File: config.mk
export PLATFORM = sky130hd
export DESIGN_NAME = multicycle_ctrl
export DESIGN_NICKNAME = d
export VERILOG_FILES = /design/src/rtl/multicycle_ctrl.sv
export SDC_FILE = /design/constraint.sdc
export NUM_CORES = 1
export LEC_CHECK = 0
export BUFFER_PORTS_ARGS = -buffer_cell sky130_fd_sc_hd__clkbuf_2
export CORE_ASPECT_RATIO = 1.2
export CORE_MARGIN = 1
export CORE_UTILIZATION = 30
export DETAILED_ROUTE_END_ITERATION = 10
export GPL_TIMING_DRIVEN = 0
export SLEW_MARGIN = 20
export SYNTH_ARGS = -nofsm -noshare
export SYNTH_HDL_FRONTEND = slang
export SYNTH_SLANG_ARGS = --single-unit
File: constraint.sdc
create_clock -name clk -period 1.69 [get_ports clk]
set_input_delay 0.169 -clock clk [delete_from_list [all_inputs] [get_ports clk]]
set_output_delay 0.169 -clock clk [all_outputs]
set_load 0.05 [all_outputs]
File: src/rtl/multicycle_ctrl.sv
// ---------------------------------------------------------------------------
// multicycle_ctrl
// Multicycle control unit for the RV32I core. It walks the datapath through
// IF/ID/EX/MEM/WB and holds a private instruction register that is loaded on
// the edge leaving IF. Illegal instructions either lock the unit in a sticky
// TRAP state or retire as a NOP, depending on TRAP_ON_ILLEGAL.
//
// Parameters
//   MEM_HANDSHAKE   : 1 = MEM waits for dReady, 0 = MEM lasts MEM_LATENCY cycles
//   MEM_LATENCY     : MEM cycles in fixed mode (values below 1 act as 1)
//   ENABLE_IMM_ALU  : 1 = opcode 0010011 is legal
//   TRAP_ON_ILLEGAL : 1 = illegal enters TRAP, 0 = illegal retires as NOP
//
// Ports
//   clk      in   rising-edge clock
//   rst      in   synchronous active-high reset
//   instr    in   instruction word, sampled only in IF
//   Zero     in   ALU result is zero
//   Lt       in   ALU signed less-than
//   dReady   in   data memory done (handshake mode only)
//   ALUCtrl  out  ALU operation
//   ALUSrc   out  1 = immediate operand
//   MemRead  out  data read strobe
//   MemWrite out  data write strobe
//   MemToReg out  1 = write back memory data
//   RegWrite out  register file write enable
//   loadPC   out  PC update strobe
//   PCSrc    out  1 = branch target
//   state    out  IF=0 ID=1 EX=2 MEM=3 WB=4 TRAP=5
//   illegal  out  illegal-instruction flag
// ---------------------------------------------------------------------------
module multicycle_ctrl #(
    parameter int MEM_HANDSHAKE   = 0,
    parameter int MEM_LATENCY     = 1,
    parameter int ENABLE_IMM_ALU  = 1,
    parameter int TRAP_ON_ILLEGAL = 1
) (
    input  logic        clk,
    input  logic        rst,
    input  logic [31:0] instr,
    input  logic        Zero,
    input  logic        Lt,
    input  logic        dReady,
    output logic [3:0]  ALUCtrl,
    output logic        ALUSrc,
    output logic        MemRead,
    output logic        MemWrite,
    output logic        MemToReg,
    output logic        RegWrite,
    output logic        loadPC,
    output logic        PCSrc,
    output logic [2:0]  state,
    output logic        illegal
);

    typedef enum logic [2:0] {
        S_IF   = 3'd0,
        S_ID   = 3'd1,
        S_EX   = 3'd2,
        S_MEM  = 3'd3,
        S_WB   = 3'd4,
        S_TRAP = 3'd5
    } state_t;

    localparam int EFF_LAT = (MEM_LATENCY < 1) ? 1 : MEM_LATENCY;
    localparam int CNT_W   = (EFF_LAT > 1) ? $clog2(EFF_LAT) : 1;
    localparam logic [CNT_W-1:0] CNT_LAST = CNT_W'(EFF_LAT - 1);

    localparam logic [6:0] OP_R      = 7'b0110011;
    localparam logic [6:0] OP_IMM    = 7'b0010011;
    localparam logic [6:0] OP_LOAD   = 7'b0000011;
    localparam logic [6:0] OP_STORE  = 7'b0100011;
    localparam logic [6:0] OP_BRANCH = 7'b1100011;

    localparam logic [3:0] ALU_AND = 4'b0000;
    localparam logic [3:0] ALU_OR  = 4'b0001;
    localparam logic [3:0] ALU_ADD = 4'b0010;
    localparam logic [3:0] ALU_SLT = 4'b0100;
    localparam logic [3:0] ALU_XOR = 4'b0101;
    localparam logic [3:0] ALU_SUB = 4'b0110;
    localparam logic [3:0] ALU_SRL = 4'b1000;
    localparam logic [3:0] ALU_SLL = 4'b1001;
    localparam logic [3:0] ALU_SRA = 4'b1010;
    localparam logic [3:0] ALU_ILL = 4'b1111;

    state_t           r_state;
    state_t           w_nextState;
    logic [31:0]      r_ir;
    logic [CNT_W-1:0] r_cnt;

    logic [6:0] w_opcode;
    logic [2:0] w_funct3;
    logic [6:0] w_funct7;
    logic       w_isR;
    logic       w_isI;
    logic       w_isLoad;
    logic       w_isStore;
    logic       w_isBranch;
    logic       w_legal;
    logic       w_taken;
    logic [3:0] w_aluOp;
    logic       w_unused;

    assign w_opcode = r_ir[6:0];
    assign w_funct3 = r_ir[14:12];
    assign w_funct7 = r_ir[31:25];
    // Register and immediate fields belong to the datapath, not to control.
    assign w_unused = ^{r_ir[24:15], r_ir[11:7]};

    // State, instruction register and MEM wait counter.
    always_ff @(posedge clk) begin
        if (rst) begin
            r_state <= S_IF;
            r_ir    <= 32'h0;
            r_cnt   <= '0;
        end else begin
            r_state <= w_nextState;
            if (r_state == S_IF) begin
                r_ir <= instr;
            end
            // Counter starts from zero on every MEM entry.
            if (r_state == S_EX) begin
                r_cnt <= '0;
            end else if (MEM_HANDSHAKE == 0 && r_state == S_MEM && w_nextState == S_MEM) begin
                r_cnt <= r_cnt + 1'b1;
            end
        end
    end

    // Instruction class and ALU operation from the instruction register.
    // SLTU/SLTIU have no dedicated ALU code and share the SLT encoding.
    always_comb begin
        w_isR      = 1'b0;
        w_isI      = 1'b0;
        w_isLoad   = 1'b0;
        w_isStore  = 1'b0;
        w_isBranch = 1'b0;
        w_aluOp    = ALU_ILL;
        case (w_opcode)
            OP_R: begin
                if (w_funct7 == 7'b0000000 ||
                    (w_funct7 == 7'b0100000 && (w_funct3 == 3'b000 || w_funct3 == 3'b101))) begin
                    w_isR = 1'b1;
                    case (w_funct3)
                        3'b000:         w_aluOp = w_funct7[5] ? ALU_SUB : ALU_ADD;
                        3'b001:         w_aluOp = ALU_SLL;
                        3'b010, 3'b011: w_aluOp = ALU_SLT;
                        3'b100:         w_aluOp = ALU_XOR;
                        3'b101:         w_aluOp = w_funct7[5] ? ALU_SRA : ALU_SRL;
                        3'b110:         w_aluOp = ALU_OR;
                        default:        w_aluOp = ALU_AND;
                    endcase
                end
            end
            OP_IMM: begin
                if (ENABLE_IMM_ALU != 0 && (w_funct3 != 3'b001 || w_funct7 == 7'b0000000)) begin
                    w_isI = 1'b1;
                    case (w_funct3)
                        3'b000:         w_aluOp = ALU_ADD;
                        3'b001:         w_aluOp = ALU_SLL;
                        3'b010, 3'b011: w_aluOp = ALU_SLT;
                        3'b100:         w_aluOp = ALU_XOR;
                        3'b101:         w_aluOp = r_ir[30] ? ALU_SRA : ALU_SRL;
                        3'b110:         w_aluOp = ALU_OR;
                        default:        w_aluOp = ALU_AND;
                    endcase
                end
            end
            OP_LOAD: begin
                if (w_funct3 == 3'b010) begin
                    w_isLoad = 1'b1;
                    w_aluOp  = ALU_ADD;
                end
            end
            OP_STORE: begin
                if (w_funct3 == 3'b010) begin
                    w_isStore = 1'b1;
                    w_aluOp   = ALU_ADD;
                end
            end
            OP_BRANCH: begin
                case (w_funct3)
                    3'b000, 3'b001, 3'b100, 3'b101: begin
                        w_isBranch = 1'b1;
                        w_aluOp    = ALU_SUB;
                    end
                    default: ;
                endcase
            end
            default: ;
        endcase
    end

    assign w_legal = w_isR | w_isI | w_isLoad | w_isStore | w_isBranch;

    // Branch condition: BEQ, BNE, BLT, BGE.
    always_comb begin
        case (w_funct3)
            3'b000:  w_taken = Zero;
            3'b001:  w_taken = ~Zero;
            3'b100:  w_taken = Lt;
            3'b101:  w_taken = ~Lt;
            default: w_taken = 1'b0;
        endcase
    end

    // Next-state logic.
    always_comb begin
        w_nextState = r_state;
        case (r_state)
            S_IF: w_nextState = S_ID;
            S_ID: begin
                if (w_legal) begin
                    w_nextState = S_EX;
                end else if (TRAP_ON_ILLEGAL != 0) begin
                    w_nextState = S_TRAP;
                end else begin
                    w_nextState = S_WB;
                end
            end
            S_EX: w_nextState = (w_isLoad || w_isStore) ? S_MEM : S_WB;
            S_MEM: begin
                if (MEM_HANDSHAKE != 0) begin
                    if (dReady) begin
                        w_nextState = S_WB;
                    end
                end else if (r_cnt == CNT_LAST) begin
                    w_nextState = S_WB;
                end
            end
            S_WB:    w_nextState = S_IF;
            S_TRAP:  w_nextState = S_TRAP;
            default: w_nextState = S_IF;
        endcase
    end

    // Control outputs; everything is zero in IF and, apart from the flag, in TRAP.
    always_comb begin
        ALUCtrl  = 4'b0000;
        ALUSrc   = 1'b0;
        MemRead  = 1'b0;
        MemWrite = 1'b0;
        MemToReg = 1'b0;
        RegWrite = 1'b0;
        loadPC   = 1'b0;
        PCSrc    = 1'b0;
        illegal  = 1'b0;
        case (r_state)
            S_ID: begin
                ALUCtrl = w_aluOp;
                ALUSrc  = w_isLoad | w_isStore | w_isI;
                illegal = ~w_legal;
            end
            S_EX: begin
                ALUCtrl = w_aluOp;
                ALUSrc  = w_isLoad | w_isStore | w_isI;
            end
            S_MEM: begin
                ALUCtrl  = w_aluOp;
                ALUSrc   = w_isLoad | w_isStore | w_isI;
                MemRead  = w_isLoad;
                MemWrite = w_isStore;
                MemToReg = w_isLoad;
            end
            S_WB: begin
                ALUCtrl  = w_aluOp;
                ALUSrc   = w_isLoad | w_isStore | w_isI;
                MemToReg = w_isLoad;
                RegWrite = w_isR | w_isI | w_isLoad;
                loadPC   = 1'b1;
                PCSrc    = w_isBranch & w_taken;
                // Only reachable with an illegal IR when it retires as a NOP.
                illegal  = ~w_legal;
            end
            S_TRAP:  illegal = 1'b1;
            default: ;
        endcase
    end

    assign state = r_state;

endmodule

; ---- Yosys cells after proc, flatten, opt, wreduce, memory -nomap -nowiden
; Cells that the tools add are included.
[classes]
bitwise = 10
n_reduce_logical = 16
add_sub_neg = 1
eq_ne = 19
muxes = 32
[op_table]
columns = op, n
row1 = $pmux W4 S6, 2
row2 = $eq A7 B6 Y1 const B, 3
row3 = $mux W4, 5
row4 = $mux W1, 16
row5 = $pmux W4 S4, 1
row6 = $eq A3 B2 Y1 const B, 5
row7 = $eq A3 B3 Y1 const B, 5
row8 = $pmux W3 S5, 1
row9 = $mux W3, 4
row10 = $reduce_or A2 Y1, 5
row11 = $reduce_or A4 Y1, 2
row12 = $eq A7 B2 Y1 const B, 1
row13 = $eq A7 B5 Y1 const B, 1
row14 = $eq A7 B7 Y1 const B, 1
row15 = $logic_not A7 Y1, 1
row16 = $eq A3 B1 Y1 const B, 2
row17 = $logic_not A3 Y1, 2
row18 = $or A1 B1 Y1, 6
row19 = $logic_or A1 B1 Y1, 4
row20 = $pmux W1 S4, 1
row21 = $ne A3 B1 Y1 const B, 1
row22 = $not A1 Y1, 3
row23 = $logic_and A1 B1 Y1, 2
row24 = $mux W2, 1
row25 = 3 further kinds, 3
[word_totals]
word_cells = 81
reg_bits = 36
input_bits = 37
out_inout_bits = 15

; ---- Longest topological paths before layout
; Gate-level depths: netlist (run 1).
[logic_depth]
depth_word = 14
ltp_mapped = 6
ltp_nobuf = 5

; ---- Worst setup path after synthesis (run 1)
; OpenSTA, ideal clock, no wires.
[synth_timing]
path_kind = register -> output
from = reg r_state[2], in the netlist state[2]
to = out ALUSrc
n_path_buf = 2
stages_incl_launch_ff = 6
t_required_ns = 1.521
t_arrival_ns = 2.891
setup_slack_ns = -1.370
cell_sequence = dfxtp_1 -> clkbuf_1 -> or3_1 -> buf_2 -> nand2_2 -> nor4_1
[synth_between]
elab_chain_len = 3
elab_cells_between_ends = 6
cone_classes = eq/ne: 4 / mux: 1 / reduce/logical: 1
[synth_rtl]
columns = element, line
row1 = "start, declared", 86  ; state_t r_state;
row2 = "start signal, assigned", 117  ; r_state <= w_nextState;
row3 = $eq A3 B2 Y1 (tied with other cells), 248  ; case (r_state)
row4 = $reduce_or A4 Y1 (no source line) *, --
row5 = $mux W1 *, --
row6 = "end, declared", 45  ; output logic ALUSrc,
; Mark *: on every way between the ends. The rest lies on a longest branch, timed or not.

; ---- Worst setup path after layout (run 1)
[layout_timing]
from = reg r_ir[12]
to = out ALUCtrl[0]
[layout_between]
elab_chain_len = 7
elab_cells_between_ends = 22
cone_classes = eq/ne: 7 / mux: 8 / reduce/logical: 7
[layout_rtl]
columns = element, line
row1 = "start, declared", 88  ; logic [31:0] r_ir;
row2 = "start signal, assigned", 119  ; r_ir <= instr;
row3 = "parallel branches: the longest is 5 deep, another holds $pmux W4 S6", --
row4 = $pmux W4 S4 *, 139  ; case (w_opcode)
row5 = $mux W4 *, 248
row6 = "end, declared", 44  ; output logic [3:0] ALUCtrl,
; Mark *: on every way between the ends.

==> summary.txt, run 1 <==
Top cell type by total area after synthesis = dfxtp_1
Hold Vio Cnt, Final = 0
TritonCTS clock tree = built
Setup repair after global routing missed its margin = yes
Final Max Slew Viols = 0
Power Dens Cells = 592 mW/mm²
Mean Syn Cell Area = 7.49 µm²
Count of synthesis-stage warnings from yosys = 0
Clock sink count = 21
Multi-input combinational cell area = 0.00109 mm²
Worst-case register-to-register setup slack = -0.18 ns
Final Hold Slack = 0.122 ns
Cell with the most instances after synthesis = nand2_1
Non-filler cells, final = 294
Routability congestion estimate from global placement = 0.746
Post-Syn Instances = 171
CP max-delay cell = or3_4
Clk Tree Root Cell = clkbuf_8
Number of buffers added to fix hold violations after cts = 0
Post-detailed-route DRC marker count = 0
Number of nets in the final layout = 278
Max-Slew Margin vs Limit = 67.2%
Outcome = finished with violations
Overall fraction of global-route tracks in use = 18.6%
Number of global-route vias before repair = 1430
Static leakage = 0.892 nW
Critical Path Source = r_ir[12]
EDFF count, synth = 0
Share of flip-flops with an asynchronous set or reset = 0%
Commonest cells in the synthesized netlist = nand2_1 (42), a21oi_1 (23), dfxtp_1 (21)
Netlist cell types = 49
Crit-path max cell delay = 0.37 ns
Placement Setup Slack = -0.339 ns
Endpoint of the worst setup timing path = ALUCtrl[0]
Remaining antenna violation count after routing = 0
Clock slew at reported path FFs = 0.07 ns
Overall power of the completed layout = 1.38 mW
Destination of the worst register-to-register timing path = state[0]
Full die area = 0.00454 mm²
Number of rows created at floorplan = 25
Count of final setup violators = 14
First drt pass iteration count = 4
Die outline height = 73.6 µm
Post-Syn Nets = 208
Critical Path End Type = output port
Minimum clock period after layout = 2.04 ns
Cell breakdown of the critical path = buf_6 > xor2_2 > o21ai_2 > a31o_1 > nor2_2 > or3_4 > clkbuf_16
Number of filler instances in the final layout = 370
Area of the mapped netlist = 0.00128 mm²
Number of vias in the routed layout = 1479
Hold WC Path Type = primary input to flip-flop
Failing checks = negative setup slack
First-pass GRT wire length = 6310 µm
Insertion delay to the later sink of the worst-skew pair = 0.25 ns
Number of CTS-inserted buffers = 3
Vias per cell = 5.03
Slack of the critical path = -0.347 ns
Final cell utilization of the core = 58.3%
Share of layout cells above drive strength 1 = 56.7%
Final Skew = 0.00450 ns
Predominant post-synthesis flop cell = dfxtp_1
Max frequency = 0.491 GHz
Number of levels the H-tree was split into = 1
Class of the most critical setup path = flip-flop to output port
1st-iter DRT viols = 36
Detail-routed net length per standard cell = 13.7 µm
Critical path peak fanout = 5
Path depth of the worst reg2reg path = 6
Critical register-to-register path startpoint = r_ir[26]
GRT overflow = 0
Area share of the largest cell type after synthesis = 32.8%
Die width = 61.7 µm
Total Wirelength = 4020 µm
Top-level I/O count = 52
Final cycle utilization of the critical path = 121%
Worst IR drop on VDD = 0.000436 V
WP data required = 1.52 ns
Storage cell area = 448 µm²
Sequential area share after synthesis = 32.8%
HPWL after detailed placement = 2400 µm
Max Cap Violations = 0
Placed cell count = 260
Arrival @ worst endpoint = 1.87 ns
Slew of the pin with the lowest slew margin = 0.492 ns
Largest cells by area after synthesis = dfxtp_1 (33%), nand2_1 (12%), a21oi_1 (9.0%), nor3_1 (2.7%), nand2b_1 (2.0%)
Area added between synthesis and finish = 82.2%
Final antenna diode count = 0
Maximum number of pins on one net before global-route repair = 12
Number of buffers between clock root and the deepest sink = 2
Number of flip-flops and latches in the synthesized netlist = 21
Startpoint class of the critical path = flip-flop
I/O Buffers = 35
Initial core utilization = 32.0%
Initial antenna violation count = 0
CORE AREA = 0.00400 mm²
[critical path: cells and delay by family (launching register included)]
family                    cells  cell delay (ns)
AOI/OAI and AO/OA             2             0.36
xor gates and xnor gates      1             0.17
buffers and inverters         2             0.31
DFF                           1             0.36
and+or+nand+nor               2             0.42
[state kept, by name (all words and copies together) (netlist names)]
name and flops:
state 3, r_ir 17, r_cnt 1
[cells by family after synthesis]
family                 share of synthesized area [%]
AO/OA/AOI/OAI                                   23.0
XOR/XNOR                                        1.37
buffers and inverters                           6.25
flip-flops                                      32.8
multiplexers                                   0.781
AND/OR/NAND/NOR                                 35.7
[layout by cell type (no fill, tap or decap), types with 2 or more instances in the layout]
cell,n
a21oi_1,18
a21oi_2,3
a21oi_4,3
and3_4,3
buf_4,29
buf_6,7
buf_8,9
clkbuf_1,3
clkbuf_16,3
clkbuf_2,25
clkbuf_8,4
dfxtp_1,11
dfxtp_2,4
dfxtp_4,6
inv_1,4
nand2_1,40
nand2_2,3
nand2b_1,4
nand3_1,3
nor2_1,4
nor3_1,2
nor3_2,3
nor3_4,3
nor3b_1,3
nor3b_4,2
nor4_4,2
o21ai_2,2
o21ai_4,2
or3_4,2
or3b_4,2
[per-layer routing]
layer | track usage (%) | wire, µm | vias up | share of wire (%)
met3 | 1.23 | 123 | 12 | 3.1
li1 | - | - | 734 | -
met5 | 0 | 0 | - | 0
met4 | 9.38 | 121 | 0 | 3.0
met2 | 31.1 | 2080 | 39 | 52
met1 | 23.6 | 1690 | 694 | 42
[per-stage QoR]
step	area (µm²)	setup TNS [ns]
after global placement	1690	-2.66
after detailed placement	1690	-2.57
after floorplan	1450	-0.955
after CTS	2140	-3.29
final	2330	-3.60
after global routing	2330	-4.45
[where the power goes]
group	leakage [nW]	switching, mW	internal, mW
clock network	0.0228	0.148	0.167
registers	0.178	0.0372	0.523
logic	0.691	0.264	0.242
total	0.892	0.449	0.932
[how the worst min path moves through the flow]
stage                          from       end  slack, ns  cells past startpoint
final                      instr[3]   r_ir[3]       0.12                      3
after global routing      instr[27]  r_ir[27]       0.12                      3
after CTS                 instr[14]  r_ir[14]       0.12                      3
after detailed placement   instr[1]   r_ir[1]       0.40                      3
after global placement    instr[27]  r_ir[27]       0.40                      3
after floorplan           instr[12]  r_ir[12]       0.30                      2
[cell type report]
type	instances	share of cell area, %
plain buffers	8	2.52
clock buffers	4	1.93
inverters	5	0.965
multi-input cells	133	46.8
flip-flops and latches	21	19.2
well taps	54	2.89
repair buffers	69	25.7
[timing repair]
item	4_1_cts	5_1_grt
cloned	0	1
hold endpoints to repair	0	0
endpoints found under the setup margin	14	25
pin swaps	24	24
buffers inserted	22	13
resized for setup	60	32
Power figures use the tool's default switching activity.
==> run 2, diff against run 1 <==
- CTS_CLUSTER_DIAMETER: not set -> 60
- TNS_END_PERCENT: not set -> 50
==> run 2 against run 1 <==
The flow still finishes with violations (negative setup slack). Global-route usage is 1.2 points lower. Clock power hardly changed. Clock skew decreased by 0.0036 ns. First-iteration DRC count is 19% higher. Non-clock buffer count down 6. Fmax is 1.0% higher. Final cell count down 2.0%. Critical path type unchanged. Largest power group unchanged.
==> summary.txt, run 2 (synthesis gave the netlist of run 1 again) <==
Number of global-route vias before repair = 1301
Max frequency = 0.496 GHz
Final Skew = 0.000893 ns
Overall fraction of global-route tracks in use = 17.4%
Share of layout cells above drive strength 1 = 54.3%
Non-filler cells, final = 288
Detail-routed net length per standard cell = 12.7 µm
Full die area = 0.00454 mm²
CORE AREA = 0.00400 mm²
Hold WC Path Type = primary input to flip-flop
Hold wc startpoint = instr[26]
Worst-case register-to-register setup slack = -0.20 ns
Critical register-to-register path startpoint = r_ir[26]
Final cycle utilization of the critical path = 119%
1st-iter DRT viols = 43
Number of rows created at floorplan = 25
Worst IR drop on VDD = 0.000420 V
Post-Place Cell Area = 0.00169 mm²
Maximum number of pins on one net before global-route repair = 12
Die width = 61.7 µm
Initial antenna violation count = 0
Hold Vio Cnt, Final = 0
Path depth of the worst reg2reg path = 6
Critical path peak fanout = 4
Die outline height = 73.6 µm
I/O Buffers = 35
Count of final setup violators = 14
Number of vias in the routed layout = 1415
GRT overflow = 0
Area added between synthesis and finish = 71.7%
Most frequent cells in the layout = nand2_1 (42), buf_4 (26), clkbuf_2 (25)
Final cell area excluding filler cells = 0.00220 mm²
Number of CTS-inserted buffers = 3
Max Cap Violations = 0
Total Wirelength = 3650 µm
Final Hold Slack = 0.125 ns
Remaining antenna violation count after routing = 0
Max reg flops = 17
Insertion delay to the later sink of the worst-skew pair = 0.25 ns
Max-Slew Margin vs Limit = 68.0%
First drt pass iteration count = 4
Failing checks = negative setup slack
Clk Tree Root Cell = clkbuf_8
Final cell utilization of the core = 54.9%
Class of the most critical setup path = flip-flop to output port
Final antenna diode count = 0
Startpoint class of the critical path = flip-flop
Endpoint of the worst hold-timing path = r_ir[26]
Largest register by flop count = r_ir
Top-level I/O count = 52
Clock slew at reported path FFs = 0.07 ns
First-pass GRT wire length = 5890 µm
Clock sink count = 21
Static leakage = 0.836 nW
TritonCTS clock tree = built
Routability congestion estimate from global placement = 0.738
Number of levels the H-tree was split into = 1
WP data required = 1.52 ns
Power Dens Cells = 609 mW/mm²
Setup repair after global routing missed its margin = yes
Slack of the critical path = -0.326 ns
Slew of the pin with the lowest slew margin = 0.481 ns
Post-detailed-route DRC marker count = 0
Placed cell count = 260
Arrival @ worst endpoint = 1.85 ns
Commonest non-fill, non-tap cell in the layout = nand2_1
Number of buffers between clock root and the deepest sink = 2
Final Max Slew Viols = 0
Number of nets in the final layout = 272
Outcome = finished with violations
Minimum clock period after layout = 2.02 ns
Initial core utilization = 32.0%
Critical Path End Type = output port
Destination of the worst register-to-register timing path = state[0]
Depth of the worst hold-timing path = 3
HPWL after detailed placement = 2460 µm
Vias per cell = 4.91
[run 2: routing by layer]
| metal | part of all wire, % | GRT usage, % |
|---|---|---|
| met5 | 0 | 0 |
| met4 | 1.8 | 7.16 |
| met3 | 2.0 | 1.41 |
| met2 | 52 | 29.0 |
| met1 | 44 | 22.6 |
[run 2: final cells by class]
class                           instances  area [µm²]
Sequential cell                        21         444
Inverter                                5        22.5
Multi-Input combinational cell        133        1040
Tap cell                               54        67.6
Clock buffer                            4        45.0
Buffer                                  9        63.8
Fill cell                             403        1800
Timing Repair Buffer                   62         518
[run 2: report_power, final]
group	switching [mW]	total [mW]	internal [mW]
registers	0.0383	0.562	0.524
clock network	0.146	0.314	0.167
logic	0.243	0.463	0.220
[run 2: worst max path at each step]
stage,startpoint,cells after the start,slack (ns),end
floorplan,r_ir[26],4,-0.14,ALUSrc
global placement,r_ir[3],6,-0.35,ALUCtrl[0]
detailed placement,r_ir[3],6,-0.34,ALUCtrl[0]
CTS,r_ir[14],6,-0.34,illegal
global route,r_ir[26],5,-0.39,ALUCtrl[0]
finish,r_ir[14],7,-0.33,ALUCtrl[0]
[run 2: repair_timing]
action | 4_1_cts | 5_1_grt
setup endpoints to repair | 14 | 24
pin swaps | 19 | 15
hold buffers | 0 | 0
gates resized for setup | 52 | 25
buffers inserted | 18 | 9
[run 2: per-stage QoR]
| step | setup TNS, ns | total power, mW | worst slack (ns) |
|---|---|---|---|
| 4_1_cts | -3.38 | 1.31 | -0.342 |
| 3_5_place_dp | -2.80 | 0.911 | -0.337 |
| 5_1_grt | -4.19 | 1.42 | -0.393 |
| 2_1_floorplan | -0.955 | 0.829 | -0.139 |
| 6_report | -3.33 | 1.34 | -0.326 |
| 3_3_place_gp | -2.77 | 0.908 | -0.346 |
[run 2: critical path, stage by stage (launching register included)]
cell       delay, ns
dfxtp_4         0.37
buf_6           0.12
xor2_2          0.14
o21ai_2         0.14
a31o_1          0.21
nor2_2          0.05
or3_4           0.39
clkbuf_16       0.18
